## config.mk

```make
export PLATFORM = sky130hd
export DESIGN_NAME = spi_slave_reg_cmd
export DESIGN_NICKNAME = d
export VERILOG_FILES = /design/src/rtl/spi_slave_reg_cmd.sv
export SDC_FILE = /design/constraint.sdc
export NUM_CORES = 1
export LEC_CHECK = 0
export CAP_MARGIN = 15
export CORE_UTILIZATION = 56
export CTS_CLUSTER_DIAMETER = 150
export DETAILED_ROUTE_END_ITERATION = 12
export GPL_TIMING_DRIVEN = 0
export PLACE_DENSITY = 0.84
export SYNTH_ARGS = -nofsm -noshare
export SYNTH_HDL_FRONTEND = slang
export SYNTH_SLANG_ARGS = --single-unit
```

## constraint.sdc

```tcl
create_clock -name sclk -period 3.9 [get_ports sclk]
set_clock_uncertainty 0.2 [all_clocks]
set_input_delay 0.975 -clock sclk [delete_from_list [all_inputs] [get_ports sclk]]
set_output_delay 0.975 -clock sclk [all_outputs]
set_load 0.02 [all_outputs]
```

## src/rtl/spi_slave_reg_cmd.sv

```systemverilog
// -----------------------------------------------------------------------------
// spi_slave_reg_cmd
//
// Command front-end for the SPI slave configuration register file. Bytes are
// shifted in on sdi (one bit per sclk in SPI mode, one nibble per sclk in QPI
// mode, MSB first), the first byte is decoded as a register command, and the
// register file's write and read ports are driven accordingly. Read data is
// serialised back to the master on sdo.
//
// Commands:
//   0x70-0x73  write register cmd[1:0] with the following data byte
//   0x60-0x63  read register cmd[1:0]; one turnaround cycle, then data out
//   others     cmd_err pulse, rest of the transaction ignored
//
// Ports:
//   sclk           SPI clock, all logic on the rising edge
//   rst            synchronous active-high reset
//   cs_n           chip select, active low
//   sdi[3:0]       serial data in (SPI uses sdi[0], QPI uses all four lanes)
//   en_qpi         QPI enable from the register file, latched per transaction
//   rd_data        register file read data (combinational on rd_addr)
//   rd_addr        register file read address, held between transactions
//   wr_data        register file write data
//   wr_addr        register file write address
//   wr_data_valid  one-cycle write strobe
//   sdo[3:0]       serial data out (SPI uses sdo[1], QPI uses all four lanes)
//   sdo_oe[3:0]    per-lane output enable
//   cmd_err        one-cycle pulse on an unrecognised command byte
//   busy           high whenever a transaction is in progress
// -----------------------------------------------------------------------------
module spi_slave_reg_cmd #(
  parameter int REG_SIZE = 8
) (
  input  logic                sclk,
  input  logic                rst,
  input  logic                cs_n,
  input  logic [3:0]          sdi,
  input  logic                en_qpi,
  input  logic [REG_SIZE-1:0] rd_data,
  output logic [1:0]          rd_addr,
  output logic [REG_SIZE-1:0] wr_data,
  output logic [1:0]          wr_addr,
  output logic                wr_data_valid,
  output logic [3:0]          sdo,
  output logic [3:0]          sdo_oe,
  output logic                cmd_err,
  output logic                busy
);

  typedef enum logic [2:0] {
    IDLE,
    CMD,
    WDATA,
    TURN,
    RDATA,
    DONE
  } state_t;

  state_t              state;
  logic                qpi_q;
  logic [1:0]          addr_q;
  logic [2:0]          cnt;
  logic [REG_SIZE-1:0] rx_shift;
  logic [REG_SIZE-1:0] tx_shift;

  logic                mode;
  logic [REG_SIZE-1:0] rx_next;
  logic                rx_last;
  logic                tx_last;

  // The mode is latched on the very edge that takes the first sample, so that
  // sample has to be shifted using en_qpi directly rather than qpi_q.
  always_comb begin
    mode    = (state == IDLE) ? en_qpi : qpi_q;
    rx_next = mode ? {rx_shift[REG_SIZE-5:0], sdi} : {rx_shift[REG_SIZE-2:0], sdi[0]};
    rx_last = mode ? (cnt == 3'd1) : (cnt == 3'd7);
    tx_last = qpi_q ? (cnt == 3'd1) : (cnt == 3'd7);
  end

  assign busy = (state != IDLE);

  // Main transaction FSM. The first read symbol is loaded onto sdo at the
  // TURN edge, so tx_shift holds only the symbols still to be sent.
  always_ff @(posedge sclk) begin
    if (rst) begin
      state         <= IDLE;
      qpi_q         <= 1'b0;
      addr_q        <= 2'd0;
      cnt           <= 3'd0;
      rx_shift      <= '0;
      tx_shift      <= '0;
      rd_addr       <= 2'd0;
      wr_data       <= '0;
      wr_addr       <= 2'd0;
      wr_data_valid <= 1'b0;
      sdo           <= 4'd0;
      sdo_oe        <= 4'd0;
      cmd_err       <= 1'b0;
    end else begin
      wr_data_valid <= 1'b0;
      cmd_err       <= 1'b0;
      if (cs_n) begin
        state    <= IDLE;
        cnt      <= 3'd0;
        rx_shift <= '0;
        sdo      <= 4'd0;
        sdo_oe   <= 4'd0;
      end else begin
        case (state)
          IDLE: begin
            qpi_q    <= en_qpi;
            rx_shift <= rx_next;
            cnt      <= 3'd1;
            state    <= CMD;
          end
          CMD: begin
            if (rx_last) begin
              cnt      <= 3'd0;
              rx_shift <= '0;
              if (rx_next[7:2] == 6'b011100) begin
                addr_q <= rx_next[1:0];
                state  <= WDATA;
              end else if (rx_next[7:2] == 6'b011000) begin
                rd_addr <= rx_next[1:0];
                state   <= TURN;
              end else begin
                cmd_err <= 1'b1;
                state   <= DONE;
              end
            end else begin
              rx_shift <= rx_next;
              cnt      <= cnt + 3'd1;
            end
          end
          WDATA: begin
            if (rx_last) begin
              wr_data       <= rx_next;
              wr_addr       <= addr_q;
              wr_data_valid <= 1'b1;
              cnt           <= 3'd0;
              rx_shift      <= '0;
              state         <= DONE;
            end else begin
              rx_shift <= rx_next;
              cnt      <= cnt + 3'd1;
            end
          end
          TURN: begin
            cnt   <= 3'd0;
            state <= RDATA;
            if (qpi_q) begin
              sdo      <= rd_data[7:4];
              sdo_oe   <= 4'b1111;
              tx_shift <= {rd_data[3:0], 4'b0000};
            end else begin
              sdo      <= {2'b00, rd_data[7], 1'b0};
              sdo_oe   <= 4'b0010;
              tx_shift <= {rd_data[6:0], 1'b0};
            end
          end
          RDATA: begin
            if (tx_last) begin
              sdo    <= 4'd0;
              sdo_oe <= 4'd0;
              cnt    <= 3'd0;
              state  <= DONE;
            end else begin
              cnt <= cnt + 3'd1;
              if (qpi_q) begin
                sdo      <= tx_shift[7:4];
                tx_shift <= {tx_shift[3:0], 4'b0000};
              end else begin
                sdo      <= {2'b00, tx_shift[7], 1'b0};
                tx_shift <= {tx_shift[6:0], 1'b0};
              end
            end
          end
          DONE: begin
            sdo    <= 4'd0;
            sdo_oe <= 4'd0;
          end
          default: begin
            state <= IDLE;
          end
        endcase
      end
    end
  end

endmodule

```

==> results of run 1 <==
flip-flops by register name (all words and copies together) (netlist names):
signal,count
tx_shift,7
sdo,4
wr_addr,2
sdo_oe,2
cmd_err,1
cnt,3
addr_q,2
wr_data_valid,1
rx_shift,7
wr_data,8
state,3
qpi_q,1
rd_addr,2
critical path, delay by kind of cell:
kind | cells | cell delay, ns
buffers and inverters | 2 | 0.71
AND/OR/NAND/NOR | 2 | 0.53
AO/OA/AOI/OAI | 3 | 1.09
worst paths after layout:
kind,from,to,slack (ns),cells after the start
setup reg to reg,state[1],wr_data[5],1.21,7
hold reg to reg,addr_q[0],addr_q[0],0.29,2
setup / recovery,en_qpi,wr_data[5],0.61,7
hold / removal,addr_q[0],addr_q[0],0.29,2
logic make-up (layout without fill, tap and decap cells):
logic type / Yosys count / in the layout / synth area share
adder cells (fa/ha/maj): 3 / 3 / 0.0170
buffers and inverters: 25 / 69 / 0.0534
AND/OR/NAND/NOR: 91 / 91 / 0.207
flip-flops: 43 / 43 / 0.391
AO/OA/AOI/OAI: 52 / 52 / 0.176
multiplexers: 34 / 34 / 0.156
per-stage QoR:
stage / area [µm²] / hold WS [ns] / setup WS, ns
floorplan: 2200 / 0.252 / 0.986
global placement: 2620 / 0.268 / 0.328
detailed placement: 2620 / 0.279 / 0.272
CTS: 2710 / 0.291 / 0.588
global route: 2710 / 0.323 / 0.526
finish: 2710 / 0.294 / 0.610
power groups by stage:
stage | combinational, mW | sequential (mW) | clock (mW)
after floorplan | 0.0575 | 0.458 | 0
after CTS | 0.0889 | 0.449 | 0.283
after global routing | 0.0978 | 0.450 | 0.303
after detailed placement | 0.0885 | 0.459 | 0
after global placement | 0.0865 | 0.459 | 0
final | 0.0890 | 0.449 | 0.281
layer usage:
layer	up-vias	wire, µm	GRT usage
met3	7	236	0.0528
met2	58	2290	0.424
li1	964	-	-
met1	883	2240	0.311
met4	0	70	0.106
met5	-	0	0
placed cells by master, fill, tap and decap left out, drive strengths merged:
cell type	count
inv	5
nor2b	4
or2	2
o32ai	1
o21ai	6
dfxtp	43
nor4b	1
mux2i	31
nand3	3
and3	3
a31oi	2
a211oi	16
a21oi	10
nand3b	3
nor4	2
nor2	39
o211ai	2
mux2	3
a21o	3
nor3	4
ha	3
or4b	1
o22ai	1
clkbuf	21
a2111oi	1
a32oi	5
a22oi	1
nand2	11
buf	5
a2bb2oi	1
clkdlybuf4s50	36
nor3b	5
clkinv	1
o31ai	2
and2	5
clkinvlp	1
o32a	1
nand2b	8
final cells by class:
cell class                      instances  area, µm²  share of cell area
Multi-Input combinational cell        180       1220               0.452
Sequential cell                        43        861               0.318
Timing Repair Buffer                   36        360               0.133
Buffer                                 20       98.8              0.0365
Clock buffer                            6       72.6              0.0268
Tap cell                               48       60.1              0.0222
Inverter                                5       18.8             0.00693
Clock inverter                          2       12.5             0.00462
==> flow_summary_export.csv, run 1 <==
group,metric,value,unit
floorplanning,core,3720,µm²
floorplanning,dieArea,4190,µm²
logic_synthesis,netlist_area,2200,µm²
run,drv_cap,0,
logic_synthesis,yosysUniqueCellTypes,39,
sta,timing.final.crit_share,0.844,
sta,period_needed,3.29,ns
sta,clock.fmax,0.304,GHz
worst_setup_path,worst_path_max_delay_cell,"a2111oi_4",
clock_tree,clkLatencyLatePin,0.30,ns
power_and_ir_drop,power_frac_clock,0.343,
floorplanning,start_util,0.593,
logic_synthesis,synthArstFlopShare,0,
sta,rsz0062_at_grt,"false",
power_and_ir_drop,p_int,0.609,mW
place,gp_congestion,0.881,
power_and_ir_drop,finalPower,0.819,mW
power_and_ir_drop,peakVddDrop,215,µV
clock_tree,clk_pin_slew,0.08,ns
global_routing,grt-ovfl-total,0,
finish,antenna_cells,0,
clock_tree,cts_made_buffers,5,
finish,nets,310,
power_and_ir_drop,power.share.sequential,0.548,
worst_setup_path,worst_setup_path_start_kind,"primary input",
sta,tightest_slew,0.905,ns
floorplanning,pin_count,39,
logic_synthesis,synth-edff-count,0,
worst_setup_path,criticalPathCategory,"in -> reg",
clock_tree,clk_path_buf_depth,2,
clock_tree,clock_sinks,43,
drt,dr.pass1.iters,4,
global_routing,grt_max_degree,14,
sta,finalHoldViolations,0,
drt,drc,0,
power_and_ir_drop,switching_share,0.257,
finish,layoutNonFillerInstCount,340,
drt,via_count,1912,
sta,drv_slew,0,
place,hpwl,3600,µm
finish,layout-drive-gt1-share,0.0719,
logic_synthesis,avgSynthCellArea,8.88,µm²
worst_setup_path,crit_chain,"clkdlybuf4s50_1 > or4b_4 > a21o_1 > a2111oi_4 > buf_6 > nor2_1 > a211oi_2",
worst_setup_path,cp.arrival,3.31,ns
power_and_ir_drop,leakage,0.965,nW
clock_tree,cts_resized,0,
drt,drt-initial-drc-count,195,
logic_synthesis,yosysWarningCount,0,
global_routing,grt_pass1_wl,8110,µm
sta,fin_tns_setup,0,ns
power_and_ir_drop,power_density,302,nW/µm²
logic_synthesis,synthTopCellsByArea,"dfxtp_1 39%, mux2i_1 14%, nor2_1 6.6%",
logic_synthesis,ys_seq_elements,43,
logic_synthesis,yosysTopAreaCellShare,0.391,
drt,drt-total-wl,4840,µm
global_routing,grt_usage,0.253,
worst_setup_path,max_stage_delay,0.71,ns
logic_synthesis,synth_fp_nets,267,
floorplanning,rows,22,
worst_setup_path,crit_fanout,10,
drt,antenna_left,0,
drt,viasPerCell,5.62,
clock_tree,cts_root_buf,"clkbuf_8",
logic_synthesis,netlist_top_cells_count,"43 x dfxtp_1, 39 x nor2_1, 31 x mux2i_1",
logic_synthesis,yosysTopAreaCell,"dfxtp_1",
finish,areaGrowthSynthToFinish,22.9,%
global_routing,antenna_found_initial,0,
clock_tree,cts_hold_buf,0,
place,io_buffers,36,
power_and_ir_drop,combinationalPowerShare,0.109,
worst_setup_path,crit_path_end_kind,"register",
global_routing,grt_pass1_vias,1861,
floorplanning,die_y,64.7,µm
floorplanning,die_x,64.7,µm
logic_synthesis,synth_ff_type,"dfxtp_1",
clock_tree,cts_tree,"done",
clock_tree,postCtsSetupBuffers,0,
logic_synthesis,yosysSeqAreaShare,0.391,
sta,final-setup-viol-count,0,
logic_synthesis,synth_cells,248,
finish,final_util,0.729,
logic_synthesis,synthMostInstantiatedCell,"dfxtp_1",
drt,wire_per_inst,14.2,µm
place,dp_cells,332,
finish,nFillCells,289,
power_and_ir_drop,p_switching,0.211,mW
run_status,outcome,"finished clean",
sta,maxSlewHeadroom,0.397,
min_path,min_path_type,"reg -> reg",
clock_tree,h-tree-depth,2,
worst_setup_path,cp_data_required_time,3.92,ns
No activity file was read; power rests on OpenSTA's default activity.
==> run 2: changes to the inputs <==
- CORE_UTILIZATION: 56 -> 52
- PLACE_DENSITY: 0.84 -> 0.79
- clock period: 3.9 -> 3.5 ns (I/O delays scaled with it)
==> flow_summary_export.csv, run 2 (synthesis results as in run 1) <==
group,metric,value,unit
clock_tree,cts_root_buf,"clkbuf_8",
sta,rsz0062_at_grt,"false",
floorplanning,dieArea,4500,µm²
clock_tree,cts_tree,"done",
worst_setup_path,criticalPathCategory,"in -> reg",
power_and_ir_drop,p_switching,0.226,mW
clock_tree,cts_hold_buf,0,
clock_tree,h-tree-depth,2,
floorplanning,core,4030,µm²
sta,drv_slew,0,
power_and_ir_drop,power_frac_clock,0.354,
worst_setup_path,cp.arrival,3.21,ns
clock_tree,clock_sinks,43,
sta,fin_ws,0.306,ns
finish,areaGrowthSynthToFinish,23.5,%
drt,antenna_left,0,
power_and_ir_drop,peakVddDrop,285,µV
place,place_area,2630,µm²
finish,fin_area,2720,µm²
finish,antenna_cells,0,
global_routing,grt_pass1_wl,7870,µm
drt,drc,0,
drt,drt-total-wl,4710,µm
clock_tree,cts_made_buffers,5,
global_routing,grt-ovfl-total,0,
global_routing,grt_max_degree,14,
sta,finalHoldViolations,0,
finish,largest_reg_flops,8,
worst_setup_path,crit_path_end_kind,"register",
finish,final_cell_mix,"43 x dfxtp_1, 39 x nor2_1, 36 x clkdlybuf4s50_1",
global_routing,grt_usage,0.234,
sta,period_needed,3.19,ns
drt,drt-initial-drc-count,101,
place,hpwl,3510,µm
place,gp_congestion,0.828,
finish,top_register,"wr_data",
sta,maxSlewHeadroom,0.414,
power_and_ir_drop,power.share.sequential,0.540,
floorplanning,start_util,0.547,
global_routing,grt_pass1_vias,1748,
place,io_buffers,36,
finish,largestRegisters,"wr_data x8, rx_shift x7, tx_shift x7",
finish,layout-drive-gt1-share,0.0719,
clock_tree,postCtsSetupBuffers,0,
drt,viasPerCell,5.70,
clock_tree,cts_resized,0,
sta,tightest_slew,0.879,ns
floorplanning,die_x,67.1,µm
clock_tree,clk_path_buf_depth,2,
min_path,min_path_type,"reg -> reg",
place,dpl_worst_slack,-0.00349,ns
sta,final-setup-viol-count,0,
clock_tree,clk_pin_slew,0.08,ns
sta,timing.final.crit_share,0.912,
worst_setup_path,worst_setup_path_start_kind,"primary input",
drt,wire_per_inst,13.8,µm
drt,via_count,1948,
finish,nets,310,
drt,dr.pass1.iters,4,
run,drv_cap,0,
floorplanning,rows,23,
power_and_ir_drop,combinationalPowerShare,0.106,
run_status,outcome,"finished clean",
power_and_ir_drop,switching_share,0.244,
power_and_ir_drop,leakage,0.972,nW
power_and_ir_drop,p_int,0.700,mW
worst_setup_path,cp_data_required_time,3.52,ns
worst_setup_path,crit_fanout,10,
sta,whs,0.290,ns
global_routing,antenna_found_initial,0,
clock_tree,clkLatencyLatePin,0.29,ns
finish,final_common_cell,"dfxtp_1",
sta,clock.fmax,0.313,GHz
floorplanning,pin_count,39,
power_and_ir_drop,power_density,340,nW/µm²
floorplanning,die_y,67.1,µm
[run 2: cell types whose count changed in the layout (fill, tap and decap cells not counted), sizes merged]
cell / previous run / this run
clkbuf: 21 / 22
clkinvlp: 1 / 0
[run 2: final cells by class]
type	count	area [µm²]
fill	345	1310
multi-input combinational	180	1220
sequential	43	861
timing repair buffer	36	360
buffer	20	98.8
clock buffer	7	86.3
tap	50	62.6
inverter	5	18.8
clock inverter	1	8.76
[run 2: final timing paths]
kind,endpoint,slack (ns),depth (start not counted),start
max,wr_data[6],0.31,7,en_qpi
max reg2reg,wr_data[6],0.80,7,state[1]
min,cnt[2],0.29,2,cnt[2]
min reg2reg,cnt[2],0.29,2,cnt[2]
[run 2: per-layer routing]
metal	vias up	part of all wire	track usage
li1	974	-	-
met1	934	0.49	0.307
met2	34	0.45	0.363
met3	6	0.045	0.0685
met4	0	0.012	0.0718
met5	-	0	0
[run 2: power by group through the flow]
| stage | Combinational, mW | Clock, mW | Sequential, mW |
|---|---|---|---|
| final | 0.0984 | 0.328 | 0.500 |
| after global routing | 0.109 | 0.362 | 0.501 |
| after CTS | 0.0983 | 0.338 | 0.500 |
| after detailed placement | 0.0978 | 0 | 0.512 |
| after global placement | 0.0968 | 0 | 0.511 |
| after floorplan | 0.0640 | 0 | 0.510 |
[run 2: worst max-delay path, cell delays in order]
cell	delay, ns
clkdlybuf4s50_1	0.47
or4b_4	0.47
a21o_1	0.20
a2111oi_4	0.73
buf_6	0.23
nor2_1	0.06
a211oi_2	0.18
[run 2: through the flow]
stage,cells,util,total power [mW],setup TNS [ns]
floorplan,248,-,0.574,0
global placement,334,0.652,0.608,0
detailed placement,334,0.652,0.609,-0.00349
CTS,342,0.675,0.936,0
global route,342,0.675,0.972,0
finish,342,0.675,0.927,0
==> run 3: changes to the inputs <==
- SLEW_MARGIN: default -> 20
- clock period: 3.5 -> 3.6 ns (I/O delays scaled with it)
==> results of run 3 <==
The final DEF is identical to that of run 2. Status: finished clean.
Among the figures that moved: setup slack after placement -0.00349 ns -> 0.0715 ns; setup slack after layout 0.306 ns -> 0.381 ns; register-to-register setup slack 0.80 ns -> 0.90 ns; total power 0.927 mW -> 0.901 mW; worst IR drop on VDD 285 µV -> 277 µV
